--- config.mk ---
export PLATFORM = sky130hd
export DESIGN_NAME = fadd_align_pipe
export DESIGN_NICKNAME = d
export VERILOG_FILES = /design/src/rtl/fadd_align_pipe.sv
export SDC_FILE = /design/constraint.sdc
export NUM_CORES = 1
export LEC_CHECK = 0
export ABC_AREA = 1
export CORE_ASPECT_RATIO = 1.2
export CORE_UTILIZATION = 49
export DETAILED_ROUTE_END_ITERATION = 16
export MAX_ROUTING_LAYER = met4
export PLACE_DENSITY = 0.78
export SLEW_MARGIN = 10
export SYNTH_ARGS = -nofsm -noshare
export SYNTH_HDL_FRONTEND = slang
export SYNTH_SLANG_ARGS = --single-unit
--- constraint.sdc ---
create_clock -name clk -period 1.6 [get_ports clk]
set_input_delay 0.32 -clock clk [delete_from_list [all_inputs] [get_ports clk]]
set_output_delay 0.32 -clock clk [all_outputs]
set_load 0.05 [all_outputs]
--- src/rtl/fadd_align_pipe.sv ---
// Floating-point adder alignment stage: picks the larger-magnitude operand, right-shifts the
// smaller significand with guard/round/sticky, registers the result. `FADD_ALIGN_SKID_EN adds a skid entry.
module fadd_align_pipe #(
   parameter int unsigned EXP_W = 8,
   parameter int unsigned MAN_W = 23
) (
   input  logic                   clk,
   input  logic                   clrn,
   input  logic                   in_valid,
   output logic                   in_ready,
   input  logic [EXP_W+MAN_W:0]   a,
   input  logic [EXP_W+MAN_W:0]   b,
   input  logic                   sub,
   output logic                   out_valid,
   input  logic                   out_ready,
   output logic [MAN_W:0]         large_frac,
   output logic [MAN_W+3:0]       small_frac,
   output logic [EXP_W-1:0]       temp_exp,
   output logic                   sign,
   output logic                   op_sub,
   output logic                   s_is_nan,
   output logic                   s_is_inf,
   output logic [MAN_W-1:0]       inf_nan_frac
);
   localparam int unsigned W     = 1 + EXP_W + MAN_W;
   localparam int unsigned SF_W  = MAN_W + 4;
   localparam int unsigned WIN_W = 2 * MAN_W + 4;
   localparam int unsigned PAY_W = (MAN_W + 1) + SF_W + EXP_W + 4 + MAN_W;

   logic                   exchange_c;
   logic [W-1:0]           large_c, small_c;
   logic [EXP_W-1:0]       l_exp_c, s_exp_c, shift_c;
   logic [MAN_W:0]         l_sig_c, s_sig_c;
   logic                   l_inf_c, l_nan_c, s_inf_c, s_nan_c;
   logic                   sign_c, op_sub_c, nan_c, inf_c;
   logic [WIN_W-1:0]       win_c;
   logic [SF_W-1:0]        small_frac_c;
   logic [MAN_W-2:0]       nan_max_c;
   logic [MAN_W-1:0]       inf_nan_frac_c;
   logic [PAY_W-1:0]       pay_c;
   logic                   accept_c;

   // Operand ordering, special-case classification and alignment shift.
   always_comb begin
      exchange_c = b[W-2:0] > a[W-2:0];
      large_c    = exchange_c ? b : a;
      small_c    = exchange_c ? a : b;
      l_exp_c    = large_c[W-2:MAN_W];
      s_exp_c    = small_c[W-2:MAN_W];
      l_sig_c    = {|l_exp_c, large_c[MAN_W-1:0]};
      s_sig_c    = {|s_exp_c, small_c[MAN_W-1:0]};

      l_inf_c    = (&l_exp_c) & ~(|large_c[MAN_W-1:0]);
      l_nan_c    = (&l_exp_c) &  (|large_c[MAN_W-1:0]);
      s_inf_c    = (&s_exp_c) & ~(|small_c[MAN_W-1:0]);
      s_nan_c    = (&s_exp_c) &  (|small_c[MAN_W-1:0]);

      sign_c     = exchange_c ? (sub ^ b[W-1]) : a[W-1];
      op_sub_c   = sub ^ large_c[W-1] ^ small_c[W-1];
      inf_c      = l_inf_c | s_inf_c;
      nan_c      = l_nan_c | s_nan_c | (op_sub_c & l_inf_c & s_inf_c);
      nan_max_c  = (a[MAN_W-2:0] > b[MAN_W-2:0]) ? a[MAN_W-2:0] : b[MAN_W-2:0];
      inf_nan_frac_c = nan_c ? {1'b1, nan_max_c} : '0;

      // A denormal smaller operand has an effective exponent of 1, not 0.
      shift_c = l_exp_c - s_exp_c - EXP_W'((l_exp_c != '0) && (s_exp_c == '0));
      if (32'(shift_c) >= 32'(MAN_W + 3)) begin
         win_c = WIN_W'(s_sig_c);
      end else begin
         win_c = {s_sig_c, {(MAN_W + 3){1'b0}}} >> shift_c;
      end
      small_frac_c = {win_c[WIN_W-1 -: (MAN_W + 3)], |win_c[MAN_W:0]};

      pay_c = {l_sig_c, small_frac_c, l_exp_c, sign_c, op_sub_c, nan_c, inf_c, inf_nan_frac_c};
   end

   logic [PAY_W-1:0] head_q, head_d;
   logic             head_v_q, head_v_d;

   assign out_valid = head_v_q;
   assign {large_frac, small_frac, temp_exp, sign, op_sub, s_is_nan, s_is_inf, inf_nan_frac} = head_q;

`ifdef FADD_ALIGN_SKID_EN
   logic [PAY_W-1:0] skid_q, skid_d;
   logic             skid_v_q, skid_v_d;
   logic             pop_c;

   assign in_ready = ~skid_v_q;
   assign accept_c = in_valid & in_ready;
   assign pop_c    = head_v_q & out_ready;

   // Two-entry queue: head drives the outputs, skid catches the beat accepted during a stall.
   always_comb begin
      head_d   = head_q;
      head_v_d = head_v_q;
      skid_d   = skid_q;
      skid_v_d = skid_v_q;
      if (!head_v_q) begin
         if (accept_c) begin
            head_d   = pay_c;
            head_v_d = 1'b1;
         end
      end else if (pop_c) begin
         if (skid_v_q) begin
            head_d   = skid_q;
            skid_v_d = 1'b0;
         end else if (accept_c) begin
            head_d   = pay_c;
         end else begin
            head_v_d = 1'b0;
         end
      end else if (accept_c) begin
         skid_d   = pay_c;
         skid_v_d = 1'b1;
      end
   end

   always_ff @(posedge clk or negedge clrn) begin
      if (!clrn) begin
         skid_q   <= '0;
         skid_v_q <= 1'b0;
      end else begin
         skid_q   <= skid_d;
         skid_v_q <= skid_v_d;
      end
   end
`else
   assign in_ready = ~head_v_q | out_ready;
   assign accept_c = in_valid & in_ready;

   // Single output register; a push in the same cycle as a pop replaces the old beat.
   always_comb begin
      head_d   = head_q;
      head_v_d = head_v_q;
      if (accept_c) begin
         head_d   = pay_c;
         head_v_d = 1'b1;
      end else if (out_ready) begin
         head_v_d = 1'b0;
      end
   end
`endif

   always_ff @(posedge clk or negedge clrn) begin
      if (!clrn) begin
         head_q   <= '0;
         head_v_q <= 1'b0;
      end else begin
         head_q   <= head_d;
         head_v_q <= head_v_d;
      end
   end

endmodule

==> flow_summary.ini, run 1 <==
[logic_synthesis]
synth_top_area_frac = 0.267
synth.area.top_cells = dfrtp_1, nand2_1, nand3_1
yosysMostFrequentCell = nand2_1
synth_commonest_cells = nand2_1, nand3_1, o21ai_0
ys_seq_area_frac = 0.267
avgSynthCellArea_um2 = 6.52
yosys_warnings = 0
ys_types = 51
synth_ff_type = dfrtp_1
synth_area_um2 = 8070
synth_edf_count = 0
synthArstFlopShare = 1.00
syn_inst = 1238
ys_ff_latch = 86
synth_top_cell_by_area = dfrtp_1
synth_nets = 1367

[placed_design]
portBuffers = 156
hpwlAfterDp_mm = 25.9
gp_congestion = 0.954

[sta]
worstEndpointType = register data pin
postGrtWorstEndpoint = head_q[35]$_DFFE_PN0P_/D

[cts]
cts_buffer_depth = 2
clock-root-buffer = clkbuf_16
numCtsBuffers = 9
cts_num_sinks = 86
h-tree-depth = 3

[floorplanning]
die_x_um = 119
dieHeight_um = 143
row_count = 51
start_util = 0.500
io_pins = 157

[global_routing]
overflow = 13
grt_max_degree = 95
track_usage = 0.765

[outcome]
status = aborted with a tool error
stop_stage = 5_1_grt
first-error = [ERROR GRT-0232] Routing congestion too high. Check the congestion heatmap in the GUI.
[per-layer routing]
layer  global-route usage  overflow
met3                0.548         0
met1                0.725         0
met5                    -         -
met4                0.826         9
met2                0.952         4
[cells by family after synthesis]
group | Yosys count | share of synthesized area
AND/OR/NAND/NOR | 685 | 0.367
AO/OA/AOI/OAI | 218 | 0.168
buffers and inverters | 183 | 0.0951
flip-flops | 86 | 0.267
adder cells (fa/ha/maj) | 60 | 0.0949
XOR/XNOR | 6 | 0.00837
[through the flow]
stage	setup slack [ps]	instance area [um^2]	cells	TNS, ps
2_1_floorplan	-3160	8360	1238	-137140
3_3_place_gp	-4200	13000	1859	-232320
3_5_place_dp	-4340	13000	1859	-243720
4_1_cts	-3210	14000	1902	-169820
[timing repair]
item | CTS
endpoints found under the setup margin | 84
hold buffers | 1
setup buffers | 25
resized for setup | 364
gates cloned | 1
endpoints found under the hold margin | 15
pin swaps | 86
==> run 2: changes to the inputs <==
--- a/config.mk
+++ b/config.mk
@@ -6,11 +6,9 @@
 export NUM_CORES = 1
 export LEC_CHECK = 0
 export ABC_AREA = 1
-export CORE_ASPECT_RATIO = 1.2
-export CORE_UTILIZATION = 49
+export CORE_UTILIZATION = 40
 export DETAILED_ROUTE_END_ITERATION = 16
-export MAX_ROUTING_LAYER = met4
-export PLACE_DENSITY = 0.78
+export PLACE_DENSITY_LB_ADDON = 0.15
 export SLEW_MARGIN = 10
 export SYNTH_ARGS = -nofsm -noshare
 export SYNTH_HDL_FRONTEND = slang
==> constraint.sdc (replaced) <==
create_clock -name clk -period 2.1 [get_ports clk]
set_input_delay 0.42 -clock clk [delete_from_list [all_inputs] [get_ports clk]]
set_output_delay 0.42 -clock clk [all_outputs]
set_load 0.05 [all_outputs]
==> run 2 against run 1 <==
Net effect: the flow now finishes, with violations (setup timing); area after synthesis did not move; synthesized cell count did not move.
==> flow_summary.ini, run 2 <==
[outcome]
status = finished with violations
violations = setup timing

[logic_synthesis]
yosysMostFrequentCell = nand2_1
yosys_warnings = 0
synth_nets = 1367
synth_edf_count = 0
ys_seq_area_frac = 0.267
syn_inst = 1238
synth.area.top_cells = dfrtp_1, nand2_1, nand3_1
synth_top_cell_by_area = dfrtp_1
ys_types = 51
synth_top_area_frac = 0.267
ys_ff_latch = 86
synth_ff_type = dfrtp_1
synth_commonest_cells = nand2_1, nand3_1, o21ai_0
avgSynthCellArea_um2 = 6.52
synthArstFlopShare = 1.00
synth_area_um2 = 8070

[drt]
avgRoutedWirePerCell_um = 19.1
routed_wl_mm = 38.4
drc_errors = 0
via_per_inst = 5.62
drt_pass1_iterations = 6
antenna_left = 0
vias = 11300
drt_iter0_drc = 911

[cells_and_area]
postLayoutCoreUtil = 0.768
synthToLayoutAreaGrowth_pct = 86.4
drive_gt1_frac = 0.480
layout_commonest_cell = buf_4
antennaDiodeCount = 0
largest_reg_flops = 85
stdcell_area_um2 = 15000
top_register = head_q
final_nets = 1873
final_cell_mix = buf_4, nand2_1, nand3_1, dfrtp_1, clkdlybuf4s50_1

[power]
p_per_area_nw_per_um2 = 837
peakVddDrop_mv = 0.616
total_power_mw = 12.6
leakage_nw = 7.36

[cts]
clk_pin_slew_ps = 70
numCtsBuffers = 9
cts_buffer_depth = 2
h-tree-depth = 3
clock-root-buffer = clkbuf_16
cts_tree = yes
cts_num_sinks = 86
insertion_delay_ps = 380

[worst_setup_path]
cp-start-kind = primary input
cp-end-kind = flop
worstReg2RegEnd = head_q[72]
crit_fanout = 7
rr_startpoint = out_valid
crit_start = a[19]
worst_ep_required_time_ps = 2350
rrSetupSlack_ps = 590
slowest_stage = fa_2
cp.arrival_ps = 5390
worstSetupEndpoint = head_q[35]
slowest_delay_ps = 400
worstSetupPathType = primary input to flop
reg2reg_depth = 6

[floorplanning]
dieHeight_um = 144
io_pins = 157
core-area_um2 = 19600
die_x_um = 144
die_area_um2 = 20700
start_util = 0.412
row_count = 51

[placed_design]
portBuffers = 156
gp_congestion = 0.961
hpwlAfterDp_mm = 21.8
place_area_um2 = 12400

[sta]
maxSlewHeadroom = 0.591
setup_ws_ps = -3050
finalHoldViolations = 0
period_share = 2.45
hold_slack_ps = 419
skew_ps = 15.3
finalMaxSlewViolations = 0
setup_violations = 83
max_freq_mhz = 194
min_period_ps = 5150
worst_slew_pin_slew_ps = 598
tns_ps = -145160
rsz0062_at_grt = true

[global_routing]
track_usage = 0.314
overflow = 0
grt_pass1_vias = 9995
grt_pass1_wl_mm = 50.4
antenna_found_initial = 0
grt_max_degree = 80

[job]
cap_violations = 0

[hold_path]
min_path_type = primary input to asynchronous set/reset pin
==> run 2: cell counts after synthesis <==
No cell type changed its count.
==> run 2: final cells by class <==
cell class / count / area [um^2]
clock inverters: 6 / 46.3
repair inverters: 1 / 5.00
multi-input cells: 970 / 6800
well taps: 265 / 332
inverters: 118 / 455
flip-flops and latches: 86 / 2150
clock buffers: 10 / 229
fillers: 1371 / 4550
repair buffers: 558 / 5010
==> run 2: worst min path at each step <==
stage               start         end  slack [ps]  cells after the start
finish               clrn  head_q[43]         420                      2
global route         clrn  head_q[59]         430                      2
CTS                 a[11]  head_q[11]         400                      3
detailed placement   clrn  head_q[58]         260                      1
global placement     clrn  head_q[59]         260                      1
floorplan            clrn   head_q[0]         120                      0
==> run 2: cell families after synthesis <==
group | after synthesis | share of synthesized area
simple gates | 685 | 0.367
compound gates | 218 | 0.168
buf+inv | 183 | 0.0951
flops | 86 | 0.267
fa+ha+maj | 60 | 0.0949
xor+xnor | 6 | 0.00837
==> run 2: worst max-delay path: cells and delay by family <==
kind                       cells  cell delay [ps]
AOI/OAI and AO/OA              3              380
adders and majority gates      3              870
buffers and inverters          6              810
and+or+nand+nor               27             2870
==> run 2: timing repair <==
action	4_1_cts	5_1_grt
setup endpoints to repair	84	84
gates resized for setup	434	252
pin swaps	94	69
hold endpoints to repair	8	0
hold buffers	1	0
gates cloned	11	11
setup buffers	44	34
==> run 2: power breakdown <==
part | switching (mW) | internal (mW) | total [mW]
Clock | 0.828 | 0.814 | 1.64
Sequential | 0.0962 | 1.82 | 1.92
Combinational | 5.20 | 3.82 | 9.02
Total | 6.12 | 6.46 | 12.6
==> run 2: per-stage QoR <==
step	worst slack [ps]	cells
floorplan	-2760	1238
global placement	-3830	1909
detailed placement	-3890	1909
CTS	-2670	1979
global route	-3290	2014
finish	-3050	2014
==> run 2: layer usage <==
| metal | vias up | global-route usage | wire, um |
|---|---|---|---|
| met5 | - | 0 | 0 |
| met4 | 0 | 0.125 | 2200 |
| met3 | 215 | 0.0414 | 3100 |
| met2 | 647 | 0.544 | 18500 |
| met1 | 5317 | 0.394 | 14600 |
| li1 | 5142 | - | - |
(Power assumes the default switching activity.)
